$ cat src/rtl/vector_issue_sequencer_pkg.sv
// Shared vector execute-stage definitions: word width, lane opcodes, sequencer states.
package vector_pkg;

  localparam int WORD_W = 32;

  localparam logic [2:0] OP_PASS = 3'b000;
  localparam logic [2:0] OP_SUB  = 3'b001;
  localparam logic [2:0] OP_MUL  = 3'b010;
  localparam logic [2:0] OP_ADD  = 3'b011;
  localparam logic [2:0] OP_SHR  = 3'b111;

  typedef enum logic [1:0] {
    IDLE  = 2'd0,
    ISSUE = 2'd1,
    DONE  = 2'd2
  } seq_state_t;

  // Beat counter never collapses to zero width when a vector fits in one beat.
  function automatic int beat_w(input int beats);
    return (beats > 1) ? $clog2(beats) : 1;
  endfunction

endpackage

$ cat src/rtl/vector_issue_sequencer_if.sv
// Request, lane-drive and result signals between the execute stage and the sequencer.
interface vector_issue_sequencer_if #(
  parameter int ELEMS = 8,
  parameter int LANES = 4
);
  import vector_pkg::*;

  logic                      start_valid;
  logic                      start_ready;
  logic [2:0]                alu_op;
  logic                      vc_sub;
  logic [ELEMS*WORD_W-1:0]   vec_a;
  logic [ELEMS*WORD_W-1:0]   vec_b;
  logic [2:0]                lane_op;
  logic                      lane_vcsub;
  logic [LANES*WORD_W-1:0]   lane_a;
  logic [LANES*WORD_W-1:0]   lane_b;
  logic [LANES*WORD_W-1:0]   lane_out;
  logic [ELEMS*WORD_W-1:0]   result;
  logic                      result_valid;
  logic                      result_ready;
  logic                      busy;

  modport master (
    output start_valid, alu_op, vc_sub, vec_a, vec_b, lane_out, result_ready,
    input  start_ready, lane_op, lane_vcsub, lane_a, lane_b, result, result_valid, busy
  );

  modport slave (
    input  start_valid, alu_op, vc_sub, vec_a, vec_b, lane_out, result_ready,
    output start_ready, lane_op, lane_vcsub, lane_a, lane_b, result, result_valid, busy
  );

endinterface

$ cat src/rtl/vector_issue_sequencer_slice_mux.sv
// Selects the LANES-wide slice of a packed vector that belongs to a given beat.
module vector_slice_mux
  import vector_pkg::*;
#(
  parameter int ELEMS  = 8,
  parameter int LANES  = 4,
  parameter int BEAT_W = 1
) (
  input  logic [ELEMS*WORD_W-1:0] i_vec,
  input  logic [BEAT_W-1:0]       i_beat,
  output logic [LANES*WORD_W-1:0] o_slice
);

  localparam int BEATS   = ELEMS / LANES;
  localparam int SLICE_W = LANES * WORD_W;

  always_comb begin
    o_slice = '0;
    for (int b = 0; b < BEATS; b++) begin
      if (i_beat == BEAT_W'(b)) o_slice = i_vec[b*SLICE_W +: SLICE_W];
    end
  end

endmodule

$ cat src/rtl/vector_issue_sequencer.sv
// Issues one latched vector op to LANES ALU lanes over ELEMS/LANES beats and assembles the result.
// IDLE | accepting a request   ISSUE | driving lanes, capturing lane_out   DONE | result_valid held
module vector_issue_sequencer
  import vector_pkg::*;
#(
  parameter int ELEMS = 8,
  parameter int LANES = 4
) (
  input  logic                    clk,
  input  logic                    rst,
  vector_issue_sequencer_if.slave bus
);

  localparam int BEATS   = ELEMS / LANES;
  localparam int BEAT_W  = beat_w(BEATS);
  localparam int VEC_W   = ELEMS * WORD_W;
  localparam int SLICE_W = LANES * WORD_W;
  localparam logic [BEAT_W-1:0] LAST_BEAT = BEAT_W'(BEATS - 1);

  seq_state_t          r_state;
  seq_state_t          w_next;
  logic [BEAT_W-1:0]   r_beat;
  logic [2:0]          r_op;
  logic                r_vcsub;
  logic [VEC_W-1:0]    r_a;
  logic [VEC_W-1:0]    r_b;
  logic [VEC_W-1:0]    r_result;
  logic [SLICE_W-1:0]  w_slice_a;
  logic [SLICE_W-1:0]  w_slice_b;

  vector_slice_mux #(.ELEMS(ELEMS), .LANES(LANES), .BEAT_W(BEAT_W)) u_mux_a (
    .i_vec   (r_a),
    .i_beat  (r_beat),
    .o_slice (w_slice_a)
  );

  vector_slice_mux #(.ELEMS(ELEMS), .LANES(LANES), .BEAT_W(BEAT_W)) u_mux_b (
    .i_vec   (r_b),
    .i_beat  (r_beat),
    .o_slice (w_slice_b)
  );

  always_ff @(posedge clk or negedge rst) begin
    if (!rst) r_state <= IDLE;
    else      r_state <= w_next;
  end

  always_comb begin
    w_next           = r_state;
    bus.start_ready  = 1'b0;
    bus.busy         = 1'b0;
    bus.result_valid = 1'b0;
    bus.lane_op      = OP_PASS;
    bus.lane_vcsub   = 1'b0;
    bus.lane_a       = '0;
    bus.lane_b       = '0;
    case (r_state)
      IDLE: begin
        bus.start_ready = 1'b1;
        if (bus.start_valid) w_next = ISSUE;
      end
      ISSUE: begin
        bus.busy       = 1'b1;
        bus.lane_op    = r_op;
        bus.lane_vcsub = r_vcsub;
        bus.lane_a     = w_slice_a;
        bus.lane_b     = w_slice_b;
        if (r_beat == LAST_BEAT) w_next = DONE;
      end
      DONE: begin
        bus.busy         = 1'b1;
        bus.result_valid = 1'b1;
        if (bus.result_ready) w_next = IDLE;
      end
      default: w_next = IDLE;
    endcase
  end

  always_ff @(posedge clk or negedge rst) begin
    if (!rst) begin
      r_beat   <= '0;
      r_op     <= OP_PASS;
      r_vcsub  <= 1'b0;
      r_a      <= '0;
      r_b      <= '0;
      r_result <= '0;
    end else if (r_state == IDLE && bus.start_valid) begin
      r_beat  <= '0;
      r_op    <= bus.alu_op;
      r_vcsub <= bus.vc_sub;
      r_a     <= bus.vec_a;
      r_b     <= bus.vec_b;
    end else if (r_state == ISSUE) begin
      for (int b = 0; b < BEATS; b++) begin
        if (r_beat == BEAT_W'(b)) r_result[b*SLICE_W +: SLICE_W] <= bus.lane_out;
      end
      // Explicit wrap keeps the counter correct when BEATS is not a power of two.
      r_beat <= (r_beat == LAST_BEAT) ? '0 : r_beat + 1'b1;
    end
  end

  assign bus.result = r_result;

endmodule
$ cat src/flat_wrapper.sv
// flat-port wrapper written by rule: the top's interface ports become plain ports
module vector_issue_sequencer_flat import vector_pkg::*;
#(
  parameter int ELEMS = 8,
  parameter int LANES = 4
)
  (clk, rst, bus_start_valid, bus_alu_op, bus_vc_sub, bus_vec_a, bus_vec_b, bus_lane_out, bus_result_ready, bus_start_ready, bus_lane_op, bus_lane_vcsub, bus_lane_a, bus_lane_b, bus_result, bus_result_valid, bus_busy);
  vector_issue_sequencer_if #(.ELEMS(ELEMS), .LANES(LANES)) bus_i ();
  input  logic clk;
  input  logic rst;
  input wire logic [$bits(bus_i.start_valid)-1:0] bus_start_valid;
  input wire logic [$bits(bus_i.alu_op)-1:0] bus_alu_op;
  input wire logic [$bits(bus_i.vc_sub)-1:0] bus_vc_sub;
  input wire logic [$bits(bus_i.vec_a)-1:0] bus_vec_a;
  input wire logic [$bits(bus_i.vec_b)-1:0] bus_vec_b;
  input wire logic [$bits(bus_i.lane_out)-1:0] bus_lane_out;
  input wire logic [$bits(bus_i.result_ready)-1:0] bus_result_ready;
  output wire logic [$bits(bus_i.start_ready)-1:0] bus_start_ready;
  output wire logic [$bits(bus_i.lane_op)-1:0] bus_lane_op;
  output wire logic [$bits(bus_i.lane_vcsub)-1:0] bus_lane_vcsub;
  output wire logic [$bits(bus_i.lane_a)-1:0] bus_lane_a;
  output wire logic [$bits(bus_i.lane_b)-1:0] bus_lane_b;
  output wire logic [$bits(bus_i.result)-1:0] bus_result;
  output wire logic [$bits(bus_i.result_valid)-1:0] bus_result_valid;
  output wire logic [$bits(bus_i.busy)-1:0] bus_busy;
  assign bus_i.start_valid = bus_start_valid;
  assign bus_i.alu_op = bus_alu_op;
  assign bus_i.vc_sub = bus_vc_sub;
  assign bus_i.vec_a = bus_vec_a;
  assign bus_i.vec_b = bus_vec_b;
  assign bus_i.lane_out = bus_lane_out;
  assign bus_i.result_ready = bus_result_ready;
  assign bus_start_ready = bus_i.start_ready;
  assign bus_lane_op = bus_i.lane_op;
  assign bus_lane_vcsub = bus_i.lane_vcsub;
  assign bus_lane_a = bus_i.lane_a;
  assign bus_lane_b = bus_i.lane_b;
  assign bus_result = bus_i.result;
  assign bus_result_valid = bus_i.result_valid;
  assign bus_busy = bus_i.busy;
  vector_issue_sequencer #(.ELEMS(ELEMS), .LANES(LANES)) u_core (.clk(clk), .rst(rst), .bus(bus_i));
endmodule
$ cat config.mk
export PLATFORM = sky130hd
export DESIGN_NAME = vector_issue_sequencer_flat
export DESIGN_NICKNAME = d
export VERILOG_FILES = /design/src/rtl/vector_issue_sequencer_pkg.sv /design/src/rtl/vector_issue_sequencer_if.sv /design/src/rtl/vector_issue_sequencer_slice_mux.sv /design/src/rtl/vector_issue_sequencer.sv /design/src/flat_wrapper.sv
export SDC_FILE = /design/constraint.sdc
export NUM_CORES = 1
export LEC_CHECK = 0
export CAP_MARGIN = 25
export CORE_AREA = 5 5 451 453
export DETAILED_ROUTE_END_ITERATION = 12
export DIE_AREA = 0 0 456 458
export PLACE_DENSITY = 0.41
export SYNTH_ARGS = -nofsm -noshare
export SYNTH_HDL_FRONTEND = slang
export SYNTH_HIERARCHICAL = 1
export SYNTH_SLANG_ARGS = --single-unit
$ cat constraint.sdc
create_clock -name clk -period 3.4 [get_ports clk]
set_input_delay 0.68 -clock clk [delete_from_list [all_inputs] [get_ports clk]]
set_output_delay 0.68 -clock clk [all_outputs]
set_load 0.01 [all_outputs]
**Word-level counts from Yosys, hierarchy flattened**

Cells that the tools add are included.

- Output and inout bits: 519
- Flip-flop bits (word level): 775
- Input bits: 648

- Multiplexer cells: 16
- Bitwise operators: 2
- Equality and inequality tests: 5
- Reductions and logical operators: 7
- Add/sub/neg operators: 1

Operator list:

| operator | count |
|---|---|
| $mux W128 | 4 |
| $reduce_and A3 Y1 | 3 |
| $mux W1 | 7 |
| $mux W2 | 3 |
| $pmux W2 S3 | 1 |
| $ne A2 B2 Y1 const B | 2 |
| $mux W3 | 1 |
| $eq A2 B1 Y1 const B | 1 |
| $eq A2 B2 Y1 const B | 1 |
| $logic_not A2 Y1 | 1 |
| $ne A2 B1 Y1 const B | 1 |
| $not A1 Y1 | 2 |
| $reduce_bool A2 Y1 | 1 |
| $reduce_or A2 Y1 | 1 |
| $add A1 B1 Y1 const B | 1 |
| $logic_and A1 B1 Y1 | 1 |

**Depth between registers and ports, before layout**

- Depth in word-level cells: 4
- Gate-level depth with buffers: 9
- Mapped depth without buffers: 5

**Modules after synthesis**

The synthesis kept the hierarchy.

Modules (own cells, without submodules):

| module | instances | sequential area each (µm²) | area an instance (µm²) | cells each |
|---|---|---|---|---|
| vector_issue_sequencer | 1 | 19393.6 | 31641.6 | 3029 |
| vector_slice_mux | 2 | 0.0 | 1619.1 | 142 |

**Worst setup path before layout**

No wires, ideal clock.

- Path kind: flip-flop to output port
- Start point: register u_core.r_state[1]
- End point: output bus_lane_a[0]
- Stages on the path, launching flop included: 7
- Required time: 2.720 ns
- Buffers on the path: 3
- Slack: 1.312 ns
- Arrival time: 1.408 ns
- Path through: dfrtp_1 inv_1 ha_1 buf_4 clkbuf_1 clkbuf_1 and2_1

- Cells in the longest elaborated chain, start to end: 2

Ends and longest elaborated chain:

| element | line | source |
|---|---|---|
| start, declared | vector_issue_sequencer.sv:20 | `seq_state_t r_state;` |
| start signal, assigned | vector_issue_sequencer.sv:45 | `else r_state <= w_next;` |
| $eq A2 B1 Y1 | vector_issue_sequencer.sv:57 | `case (r_state)` |
| $mux W128 | vector_issue_sequencer.sv:57 |  |
| end, declared | flat_wrapper.sv:21 | `output wire logic [$bits(bus_i.lane_a)-1:0] bus_lane_a;` |

No other way between the ends.

**Worst setup path after layout**

- Start point: register u_core.r_beat
- End point: output bus_lane_a[124]

- Cells in the longest elaborated chain, start to end: 2

Ends and longest elaborated chain:

| element | line | source |
|---|---|---|
| start, declared | vector_issue_sequencer.sv:22 | `logic [BEAT_W-1:0] r_beat;` |
| start signal, assigned | vector_issue_sequencer.sv:98 | `r_beat <= (r_beat == LAST_BEAT) ? '0 : r_beat + 1'b1;` |
| $mux W128 | vector_issue_sequencer_slice_mux.sv:20 | `if (i_beat == BEAT_W'(b)) o_slice = i_vec[b*SLICE_W +: SLICE_W];` |
| net u_core.w_slice_a[124] | vector_issue_sequencer.sv:28 | `logic [SLICE_W-1:0] w_slice_a;` |
| $mux W128 | vector_issue_sequencer.sv:57 |  |

The timed path passes the listed nets, and every way through them passes these cells.

==> impl_metrics.ini <==
[logic_synthesis]
synth_fp_nets = 3965
syn_area_um2 = 34900
ys_seq_area_share_pct = 55.6
yosysWarningCount = 6
synthCells = 3313
synth_seq_cells = 775
synth.distinct_cells = 21
avgSynthCellArea_um2 = 10.5

[die]
initial_core_util_pct = 17.5
fp.coreArea_um2 = 199000
die_x_um = 456
die_h_um = 458
rows = 164
ios = 1167
die_area_um2 = 209000

[final_layout]
final_common_cell = nand2_1
instances_no_fill = 7280
mostFrequentLayoutCells = nand2_1, clkdlybuf4s50_1, dfrtp_1
stdcell_area_um2 = 53500
final_nets = 5165
fillers = 21100
syn_to_final_growth_pct = 53.3
drive_gt1_share_pct = 16.9
regArea_um2 = 19400
multi_input_area_um2 = 14100

[pwr]
p_clk_share_pct = 21.1
powerDensity_nw_per_um2 = 948
p_sw_mw = 18.6
p_leak_nw = 25.4
internal_power_mw = 32.1
total_power_mw = 50.7
comb_power_share_pct = 45.2
switching_share_pct = 36.7
pwr-share-seq_pct = 33.6
ir_worst_vdd_mv = 0.350

[timing]
fmax_mhz = 304
finalHoldViolations = 0
tightest_slew_ns = 1.05
timing.final.crit_period_ns = 3.29
rsz0062_at_grt = true
period_share_pct = 96.7
slew_headroom_pct = 30.2
drv_slew = 0
fin_skew_ns = 0.0213
finalSetupViolCount = 0

[place]
hpwl_um = 124000
dp_cells = 7020
dpl_cell_area_um2 = 49600
gp_congestion = 0.873
port_buffers = 1166

[clocking]
cts_tree = yes
h-tree-depth = 3
clk_pin_slew_ns = 0.05
clkLatencyLatePin_ns = 0.73
cts_buffers = 99
cts_root_buf = clkbuf_16
cts_sinks = 775
cts_buffer_depth = 3

[worst_setup_path]
crit_chain = buf_16 > mux2_2 > and2_1 > clkdlybuf4s50_1
slowest_stage = dfrtp_4
cp-start-kind = flip-flop
worstSetupEndpointType = output port
arrival_ns = 2.61
crit_type = flip-flop to output port
critPathMaxFanout = 38
cpPeakStageDelay_ns = 0.50
rrSetupSlack_ns = 0.91
cp.required_ns = 2.72

[global_routing]
gr-usage-all-layers_pct = 15.4
grt_max_degree = 162
grt_pass1_wl_um = 232000
first_global_vias = 29200
antenna_found_initial = 74
overflow = 0

[route]
routed_wl_um = 168000
drt_iter0_drc = 1512
ant_nets = 0
wire_per_inst_um = 23.1
via_count = 27800
vias_per_cell = 3.82
drtPass1Iterations = 5
drc_errors = 0

[job]
drv_cap = 0

[hold_path]
hold_path.class = flip-flop to flip-flop

[status]
status = complete, no violations
-- critical path, delay by kind of cell (launching register included) --
family	cells	cell delay, ns
and+or+nand+nor	1	0.16
DFF	1	0.50
buffers and inverters	2	0.74
muxes	1	0.44
-- sequential cells by signal, summed over array words and instances (netlist names) --
register,cells
u_core/r_b,256
u_core/r_vcsub,1
u_core/r_state,2
u_core/r_a,256
u_core/r_beat,1
u_core/r_op,3
u_core/bus.result,256
-- synthesized netlist by cell type (all sizes together) --
| library cell | instances | area (µm²) |
|---|---|---|
| inv | 4 | 15.0 |
| and3 | 1 | 6.26 |
| o221ai | 1 | 8.76 |
| nor2 | 1 | 11.3 |
| clkbuf | 92 | 505 |
| buf | 108 | 887 |
| nand2b | 2 | 12.5 |
| ha | 4 | 50.1 |
| and2 | 261 | 1630 |
| mux2 | 513 | 6530 |
| nand2 | 1549 | 5810 |
| a21oi | 1 | 5.00 |
| mux2i | 1 | 10.0 |
| dfrtp | 775 | 19400 |
-- logic make-up after synthesis --
group | synth area share [%]
AOI/OAI and AO/OA | 0.0394
adders and majority gates | 0.143
buffers and inverters | 4.04
DFF | 55.6
muxes | 18.7
and+or+nand+nor | 21.4
-- per-stage QoR --
step           TNS (ns)  utilization, %  worst slack, ns  hold slack (ns)
3_5_place_dp          0            24.9            0.636            0.456
3_3_place_gp          0            24.9            0.625            0.451
4_1_cts           -1.99            26.7           -0.141            0.365
5_1_grt          -0.175            26.9          -0.0176            0.393
2_1_floorplan         0               -             1.31            0.384
6_report              0            26.9            0.111            0.464
-- repair_timing --
item / CTS / global route
hold buffers: 1 / 0
endpoints found under the hold margin: 29 / 0
buffers inserted: 13 / 22
endpoints found under the setup margin: 256 / 40
gates cloned: 8 / 4
gates resized for setup: 239 / 18
-- metal layers --
metal  vias to the layer above  routed length (µm)  GRT usage (%)
met5                         -                 206              0
met4                        32                3980           4.36
met3                       231               10200           4.34
met2                       835               87600           27.7
met1                     13800               66400           17.7
li1                      12900                   -              -
-- power by group through the flow --
| stage | Combinational, mW | Sequential (mW) | Clock, mW |
|---|---|---|---|
| floorplan | 11.9 | 16.4 | 0 |
| global placement | 22.7 | 17.2 | 0 |
| detailed placement | 22.8 | 17.1 | 0 |
| CTS | 23.0 | 17.1 | 11.2 |
| global route | 24.8 | 17.5 | 11.5 |
| finish | 22.9 | 17.0 | 10.7 |
-- final cells by class --
cell class / instances / area share, %
timing repair buffer: 1299 / 24.8
clock inverter: 36 / 0.882
inverter: 4 / 0.0281
sequential: 775 / 36.3
tap: 2656 / 6.22
multi-input combinational: 2334 / 26.4
antenna: 33 / 0.154
clock buffer: 143 / 5.22
-- path summary, 6_finish.rpt --
check / from / cells after the start / endpoint
max reg2reg: u_core/r_state[1]$_DFFE_PN0P_ / 8 / u_core/bus.result[127]$_DFFE_PN0P_
max: u_core/r_beat$_DFFE_PN0P_ / 4 / bus_lane_a[124]
min: u_core/r_a[65]$_DFFE_PN0P_ / 2 / u_core/r_a[65]$_DFFE_PN0P_
max in group asynchronous: rst / 3 / u_core/r_b[219]$_DFFE_PN0P_
min in group asynchronous: rst / 2 / u_core/r_a[96]$_DFFE_PN0P_
min reg2reg: u_core/r_a[65]$_DFFE_PN0P_ / 2 / u_core/r_a[65]$_DFFE_PN0P_
Power figures use the tool's default switching activity.
